File: src/rtl/alu_bit_serial_sequencer.sv
// Bit-serial ALU sequencer: steps a one-bit ALU slice LSB first and assembles a WIDTH-bit result.
// Optional zero flag enabled by defining ALU_SEQ_ZERO_FLAG_EN.
module alu_bit_serial_sequencer #(
  parameter int unsigned WIDTH = 8
) (
  input  logic             clk,
  input  logic             rst,
  input  logic             start,
  input  logic [2:0]       opcode,
  input  logic [WIDTH-1:0] a,
  input  logic [WIDTH-1:0] b,
  output logic [2:0]       slct,
  output logic             bit_a,
  output logic             bit_b,
  output logic             carry_in,
  input  logic             mux_bit,
  input  logic             slice_carry,
  output logic             busy,
  output logic             done,
  output logic [WIDTH-1:0] result,
  output logic             carry_out,
  output logic             err,
  output logic             zero
);

  localparam int unsigned IdxW = (WIDTH > 1) ? $clog2(WIDTH) : 1;

  localparam logic [2:0] OpSub = 3'b101;
  localparam logic [2:0] OpAdd = 3'b110;

  typedef enum logic [1:0] {StIdle, StRun, StDone} state_e;

  state_e            state_q, state_d;
  logic [WIDTH-1:0]  a_q, a_d, b_q, b_d;
  logic [2:0]        op_q, op_d;
  logic [IdxW-1:0]   idx_q, idx_d;
  logic              carry_q, carry_d;
  logic [WIDTH-1:0]  result_q, result_d;
  logic              carry_out_q, carry_out_d;
  logic              err_q, err_d;
  logic              arith;

  assign arith = (op_q == OpAdd) || (op_q == OpSub);

`ifdef ALU_SEQ_ZERO_FLAG_EN
  logic zero_q, zero_d;
`endif

  always_comb begin
    state_d     = state_q;
    a_d         = a_q;
    b_d         = b_q;
    op_d        = op_q;
    idx_d       = idx_q;
    carry_d     = carry_q;
    result_d    = result_q;
    carry_out_d = carry_out_q;
    err_d       = err_q;
`ifdef ALU_SEQ_ZERO_FLAG_EN
    zero_d      = zero_q;
`endif
    slct        = 3'b000;
    bit_a       = 1'b0;
    bit_b       = 1'b0;
    carry_in    = 1'b0;
    busy        = 1'b0;
    done        = 1'b0;

    unique case (state_q)
      StIdle: begin
        if (start) begin
          a_d         = a;
          b_d         = b;
          op_d        = opcode;
          idx_d       = '0;
          carry_d     = (opcode == OpSub);
          result_d    = '0;
          carry_out_d = 1'b0;
`ifdef ALU_SEQ_ZERO_FLAG_EN
          zero_d      = 1'b0;
`endif
          if (opcode == 3'b010 || opcode == 3'b111) begin
            err_d   = 1'b1;
            state_d = StDone;
          end else begin
            err_d   = 1'b0;
            state_d = StRun;
          end
        end
      end
      StRun: begin
        busy            = 1'b1;
        slct            = op_q;
        bit_a           = a_q[idx_q];
        bit_b           = b_q[idx_q];
        carry_in        = carry_q;
        result_d[idx_q] = mux_bit;
        if (arith) carry_d = slice_carry;
        if (idx_q == IdxW'(WIDTH - 1)) begin
          // Final flags latch on entry to DONE so they are valid alongside the done pulse.
          carry_out_d = arith ? slice_carry : 1'b0;
`ifdef ALU_SEQ_ZERO_FLAG_EN
          zero_d      = (result_d == '0);
`endif
          state_d     = StDone;
        end else begin
          idx_d = idx_q + IdxW'(1);
        end
      end
      StDone: begin
        done    = 1'b1;
        state_d = StIdle;
      end
      default: state_d = StIdle;
    endcase
  end

  always_ff @(posedge clk or posedge rst) begin
    if (rst) begin
      state_q     <= StIdle;
      a_q         <= '0;
      b_q         <= '0;
      op_q        <= '0;
      idx_q       <= '0;
      carry_q     <= 1'b0;
      result_q    <= '0;
      carry_out_q <= 1'b0;
      err_q       <= 1'b0;
    end else begin
      state_q     <= state_d;
      a_q         <= a_d;
      b_q         <= b_d;
      op_q        <= op_d;
      idx_q       <= idx_d;
      carry_q     <= carry_d;
      result_q    <= result_d;
      carry_out_q <= carry_out_d;
      err_q       <= err_d;
    end
  end

`ifdef ALU_SEQ_ZERO_FLAG_EN
  always_ff @(posedge clk or posedge rst) begin
    if (rst) zero_q <= 1'b0;
    else     zero_q <= zero_d;
  end
  assign zero = zero_q;
`else
  assign zero = 1'b0;
`endif

  assign result    = result_q;
  assign carry_out = carry_out_q;
  assign err       = err_q;

endmodule
File: config.mk
export PLATFORM = sky130hd
export DESIGN_NAME = alu_bit_serial_sequencer
export DESIGN_NICKNAME = d
export VERILOG_FILES = /design/src/rtl/alu_bit_serial_sequencer.sv
export SDC_FILE = /design/constraint.sdc
export NUM_CORES = 1
export LEC_CHECK = 0
export CORE_MARGIN = 2
export CORE_UTILIZATION = 55
export CTS_CLUSTER_SIZE = 20
export DETAILED_ROUTE_END_ITERATION = 6
export DONT_BUFFER_PORTS = 1
export PLACE_DENSITY = 0.7
export SLEW_MARGIN = 20
export SYNTH_ARGS = -nofsm -noshare
export SYNTH_HDL_FRONTEND = slang
export SYNTH_SLANG_ARGS = --single-unit
File: constraint.sdc
create_clock -name clk -period 1.9 [get_ports clk]
set_input_delay 0.38 -clock clk [delete_from_list [all_inputs] [get_ports clk]]
set_output_delay 0.38 -clock clk [all_outputs]
set_load 0.005 [all_outputs]
==> flow_summary.ini, run 1 <==
[setup_path]
crit_start = idx_q[1]
cp-end-kind = output port
ff2ff_path_depth = 6
cp.required_ps = 1520
arrival_ps = 1530
crit_end = bit_a
timing_worst_setup_path_type = flop to output port
path_cells = mux2i_1, o22ai_1, a221o_1
r2r_slack_ps = 140
rr_startpoint = idx_q[1]
cpPeakStageDelay_ps = 460
cpMaxStageDelayCell = dfrtp_2
critPathMaxFanout = 6
startpoint_type = flop
worstReg2RegEnd = idx_q[0]

[timing]
period_share_pct = 100
worst_slack_ps = -5.51
finalCriticalPeriod_ps = 1910
finalSetupViolCount = 1
fin_hold_ws_ps = -0.575
fmax_ghz = 0.525
skew_ps = 16.3
hold_violations = 3
rsz0062_at_grt = true
finalMaxSlewViolations = 0

[placed_design]
dpl_worst_slack_ps = 262
gp_congestion = 0.805
port-buffer-count = 0
place_inst = 191
post-dp-hpwl_microns = 2420

[routing]
wl_per_cell_microns = 17.2
vias = 1166
initialDrtViolationCount = 31
avgViaCountPerCell = 5.63
routed_wl_microns = 3550
firstDrtPassIters = 4
ant_nets = 0
drc_errors = 0

[clock_tree]
root_buffer = clkbuf_4
cts.sinks = 35
clk_pin_slew_worst_paths_ps = 110
cts_tree = built
cts_buffers = 5
clock_latency_ps = 350
clockBufferDepth = 2
htreeDepth = 2

[synthesis]
yosysSeqAreaShare_pct = 48.4
ys_async_sr_fraction_pct = 100
synth.avg_cell_area_sq_um = 12.0
synth-seq-cells = 35
synthFlopType = dfrtp_1
yosysWarningCount = 0
synth_edf_count = 0
syn_nets = 177
ys_types = 45
synth_area_sq_mm = 0.00181
syn-instance-count = 151

[run]
drv_cap = 0

[floorplanning]
ioPinCount = 43
die-area_sq_mm = 0.00376
rows = 20
die_h_microns = 61.4
core_sq_mm = 0.00310
start_util_pct = 58.3
die_x_microns = 61.4

[grt]
grtUsageTotal_pct = 21.4
antenna_found_initial = 0
first_global_vias = 1197
grt_overflow = 0
grt_pass1_wl_microns = 5750
grt_max_degree = 36

[outcome]
status = finished, violations left
failed_checks = hold timing, setup timing

[final_layout]
antenna_cells = 0
mostFrequentLayoutCells = 30 x dfrtp_1, 27 x mux2_2, 14 x buf_4
stdcell_count = 207
final_layout_size_suffix_gt1_share_pct = 40.5
syn_to_final_growth_pct = 10.7
layout_commonest_cell = dfrtp_1
nets = 188

[worst_hold_path]
hold_class = input pin to async pin

[power_and_ir_drop]
ir_worst_vdd_v = 0.000802
power_density_mw_per_mm2 = 1710
p_leak_nw = 0.865
-- state kept, by name, indices dropped and copies added (netlist names) --
name / cells
result: 8
state_q: 2
a_q: 8
idx_q: 3
b_q: 8
carry_q: 1
op_q: 3
carry_out: 1
err: 1
-- Yosys cell counts, drive strengths merged (2+ instances only) --
| library cell | instances | share of area [%] |
|---|---|---|
| nand4 | 2 | 0.69 |
| buf | 9 | 3.7 |
| nand4b | 4 | 1.9 |
| o21ai | 3 | 0.83 |
| nand2 | 5 | 1.0 |
| nand3 | 4 | 1.1 |
| mux2i | 5 | 2.8 |
| dfrtp | 35 | 48 |
| nand2b | 3 | 1.5 |
| nor2 | 2 | 0.55 |
| clkbuf | 2 | 0.42 |
| a21oi | 3 | 1.0 |
| nor2b | 9 | 3.1 |
| inv | 5 | 1.0 |
| a31oi | 2 | 0.69 |
| and2 | 4 | 1.4 |
| nor4b | 2 | 0.97 |
| nor3b | 5 | 3.0 |
| mux2 | 27 | 17 |
| a22o | 2 | 0.97 |
| ha | 2 | 1.4 |
-- kinds of logic after synthesis --
group                      after synthesis  synth area share [%]
xor gates and xnor gates                 2                 0.968
adders and majority gates                2                  1.38
DFF                                     35                  48.4
muxes                                   32                  19.6
and+or+nand+nor                         45                  17.1
buffers and inverters                   16                  5.19
other                                    1                 0.207
AOI/OAI and AO/OA                       18                  7.19
-- power by group --
part	internal (mW)	switching (mW)	total, mW	leakage [nW]
Sequential	1.10	0.276	1.38	0.424
Combinational	0.856	0.724	1.58	0.402
Clock	0.218	0.245	0.463	0.0386
-- routing by layer --
layer	up-vias	track usage (%)	share of wire, %
li1	569	-	-
met5	-	0	0
met1	562	27.1	43
met3	5	7.56	5.4
met4	0	6.38	1.2
met2	30	34.8	51
-- how the worst min path moves through the flow --
stage                start   endpoint  slack [ps]  cells after the start
floorplan           b_q[5]     b_q[5]         470                      1
global placement       rst     b_q[1]         380                      2
detailed placement     rst     b_q[1]         390                      2
CTS                    rst  result[0]          10                      2
global route           rst    op_q[0]          10                      2
finish                 rst    op_q[0]        -0.6                      2
-- critical path: cells and delay by family (launching register included) --
kind,cells,cell delay [ps]
compound gates,2,520
flops,1,460
mux,1,220
-- stage by stage --
step	utilization (%)	area (sq um)	hold WS, ps	TNS (ps)	total power, mW
finish	64.6	2000	-0.575	-5.51	3.42
global route	64.6	2000	13.9	-56.5	3.68
CTS	63.1	1960	11.8	-9.01	3.32
detailed placement	59.4	1840	391	0	2.77
global placement	59.4	1840	382	0	2.69
floorplan	-	1810	472	0	2.50
-- timing repair --
item                                   in CTS  in global routing
endpoints found under the hold margin       0                  0
setup endpoints to repair                   2                  6
setup buffers                               4                  4
pin swaps                                   1                  1
hold buffers                                0                  0
gates resized for setup                     7                  5
-- area by class of cell --
cell class,instances,area [sq um]
Timing Repair Buffer,15,116
Fill cell,265,1100
Inverter,5,18.8
Sequential cell,35,882
Clock buffer,8,68.8
Tap cell,44,55.1
Multi-Input combinational cell,100,862
Power figures use the tool's default switching activity.
==> run 2, diff against run 1 <==
--- a/config.mk
+++ b/config.mk
@@ -10,6 +10,7 @@
 export CTS_CLUSTER_SIZE = 20
 export DETAILED_ROUTE_END_ITERATION = 6
 export DONT_BUFFER_PORTS = 1
+export GPL_TIMING_DRIVEN = 0
 export PLACE_DENSITY = 0.7
 export SLEW_MARGIN = 20
 export SYNTH_ARGS = -nofsm -noshare
==> run 2 against run 1 <==
  * The flow finishes with violations (setup timing)
  * Wire length increased by 2.9%
  * Core utilization rose by 1.6 points
  * Sequential power fell by 4%
  * Sequential share of layout area shrank 1.2 points
  * Total power up 1.6%
  * Setup slack worse by 73 ps
  * Non-clock buffer count increased by 7
  * Critical endpoint unchanged
  * Sequential cell count did not move
  * Clock skew down 13 ps
  * Largest power group unchanged
  * Final cell count is 3.4% higher
  * Highest routed layer unchanged
  * Clock-buffer cell count fell by 1
  * Clock power decreased by 15%
==> flow_summary.ini, run 2 (synthesis results as in run 1) <==
[setup_path]
rr_startpoint = idx_q[0]
critPathMaxFanout = 7
arrival_ps = 1600
r2r_slack_ps = 110
timing_worst_setup_path_type = flop to output port
worstReg2RegEnd = idx_q[0]
ff2ff_path_depth = 6
startpoint_type = flop
cp-end-kind = output port
cp.required_ps = 1520

[routing]
avgViaCountPerCell = 5.87
initialDrtViolationCount = 81
firstDrtPassIters = 4
routed_wl_microns = 3660
ant_nets = 0
vias = 1257
drc_errors = 0
wl_per_cell_microns = 17.1

[floorplanning]
die_h_microns = 61.4
start_util_pct = 58.3
core_sq_mm = 0.00310
rows = 20
die_x_microns = 61.4
ioPinCount = 43
die-area_sq_mm = 0.00376

[clock_tree]
cts_tree = built
clockBufferDepth = 2
root_buffer = clkbuf_4
htreeDepth = 2
clk_pin_slew_worst_paths_ps = 100
cts_buffers = 5
clock_latency_ps = 350
cts.sinks = 35

[timing]
finalSetupViolCount = 2
fin_hold_ws_ps = 19.9
fmax_ghz = 0.505
skew_ps = 3.22
worstMarginPinSlew_ps = 711
worst_slack_ps = -78.6
rsz0062_at_grt = true
period_share_pct = 104
slew_headroom_pct = 52.5
fin_tns_setup_ps = -99.0
finalCriticalPeriod_ps = 1980
finalMaxSlewViolations = 0
hold_violations = 0

[grt]
grt_max_degree = 36
grt_pass1_wl_microns = 5720
antenna_found_initial = 0
first_global_vias = 1237
grt_overflow = 0
grtUsageTotal_pct = 21.6

[final_layout]
antenna_cells = 0
fillCellCount = 264
syn_to_final_growth_pct = 13.4
nets = 195
mostFrequentLayoutCells = 32 x dfrtp_1, 27 x mux2_2, 15 x buf_4
layout_commonest_cell = dfrtp_1
final_layout_size_suffix_gt1_share_pct = 41.2

[placed_design]
port-buffer-count = 0
gp_congestion = 0.806
post-dp-hpwl_microns = 2470

[outcome]
status = finished, violations left
failed_checks = setup timing

[power_and_ir_drop]
power_density_mw_per_mm2 = 1690
ir_worst_vdd_v = 0.000739
p_leak_nw = 0.898

[worst_hold_path]
hold_class = input pin to async pin

[run]
drv_cap = 0
==> run 2: cell count changes in the layout (fill, tap and decap cells not counted), sizes merged <==
cell and change:
buf +6, clkinv +1
==> run 2: layer usage <==
layer	GRT usage, %	vias up	part of all wire, %
li1	-	577	-
met1	25.4	634	41
met2	35.6	38	50
met3	7.77	8	6.9
met4	9.42	0	1.8
met5	0	-	0
==> run 2: per-stage QoR <==
stage | worst slack, ps | instance area, sq um | cells | total power, mW | utilization, %
2_1_floorplan | 269 | 1810 | 151 | 2.50 | -
3_3_place_gp | 143 | 1860 | 195 | 2.74 | 60.1
3_5_place_dp | 140 | 1860 | 195 | 2.81 | 60.1
4_1_cts | -35.4 | 2050 | 214 | 3.47 | 66.0
5_1_grt | -122 | 2050 | 214 | 3.71 | 66.1
6_report | -78.6 | 2050 | 214 | 3.47 | 66.1
==> run 2: power breakdown <==
part           switching (mW)  internal [mW]  total (mW)
combinational           0.791          0.962        1.75
sequential              0.231           1.10        1.33
clock                   0.249          0.144       0.394
==> run 2: layout make-up <==
cell class | count | area, sq um | share of cell area (%)
plain buffers | 10 | 101 | 4.94
clock buffers | 7 | 45.0 | 2.20
clock inverters | 1 | 5.00 | 0.244
inverters | 5 | 18.8 | 0.915
multi-input cells | 100 | 857 | 41.8
flip-flops and latches | 35 | 880 | 42.9
well taps | 44 | 55.1 | 2.68
repair buffers | 12 | 90.1 | 4.39
==> run 2: worst max path at each step <==
stage | start | slack (ps) | end | depth (start not counted)
final | idx_q[0] | -80 | bit_a | 4
after global routing | idx_q[0] | -120 | bit_a | 4
after CTS | idx_q[1] | -40 | bit_b | 5
after detailed placement | idx_q[2] | 140 | bit_a | 4
after global placement | idx_q[2] | 140 | bit_a | 4
after floorplan | idx_q[2] | 270 | bit_a | 4
==> run 2: worst max-delay path: stages (launching register included) <==
cell and delay (ps):
dfrtp_1 420, buf_6 150, or3b_4 370, a21oi_2 140, a221o_1 170
==> run 2: timing repair <==
action | in CTS | in global routing
gates resized for setup | 15 | 1
buffers inserted | 12 | 0
setup endpoints to repair | 2 | 2
pin swaps | 4 | 0
hold buffers | 0 | 0
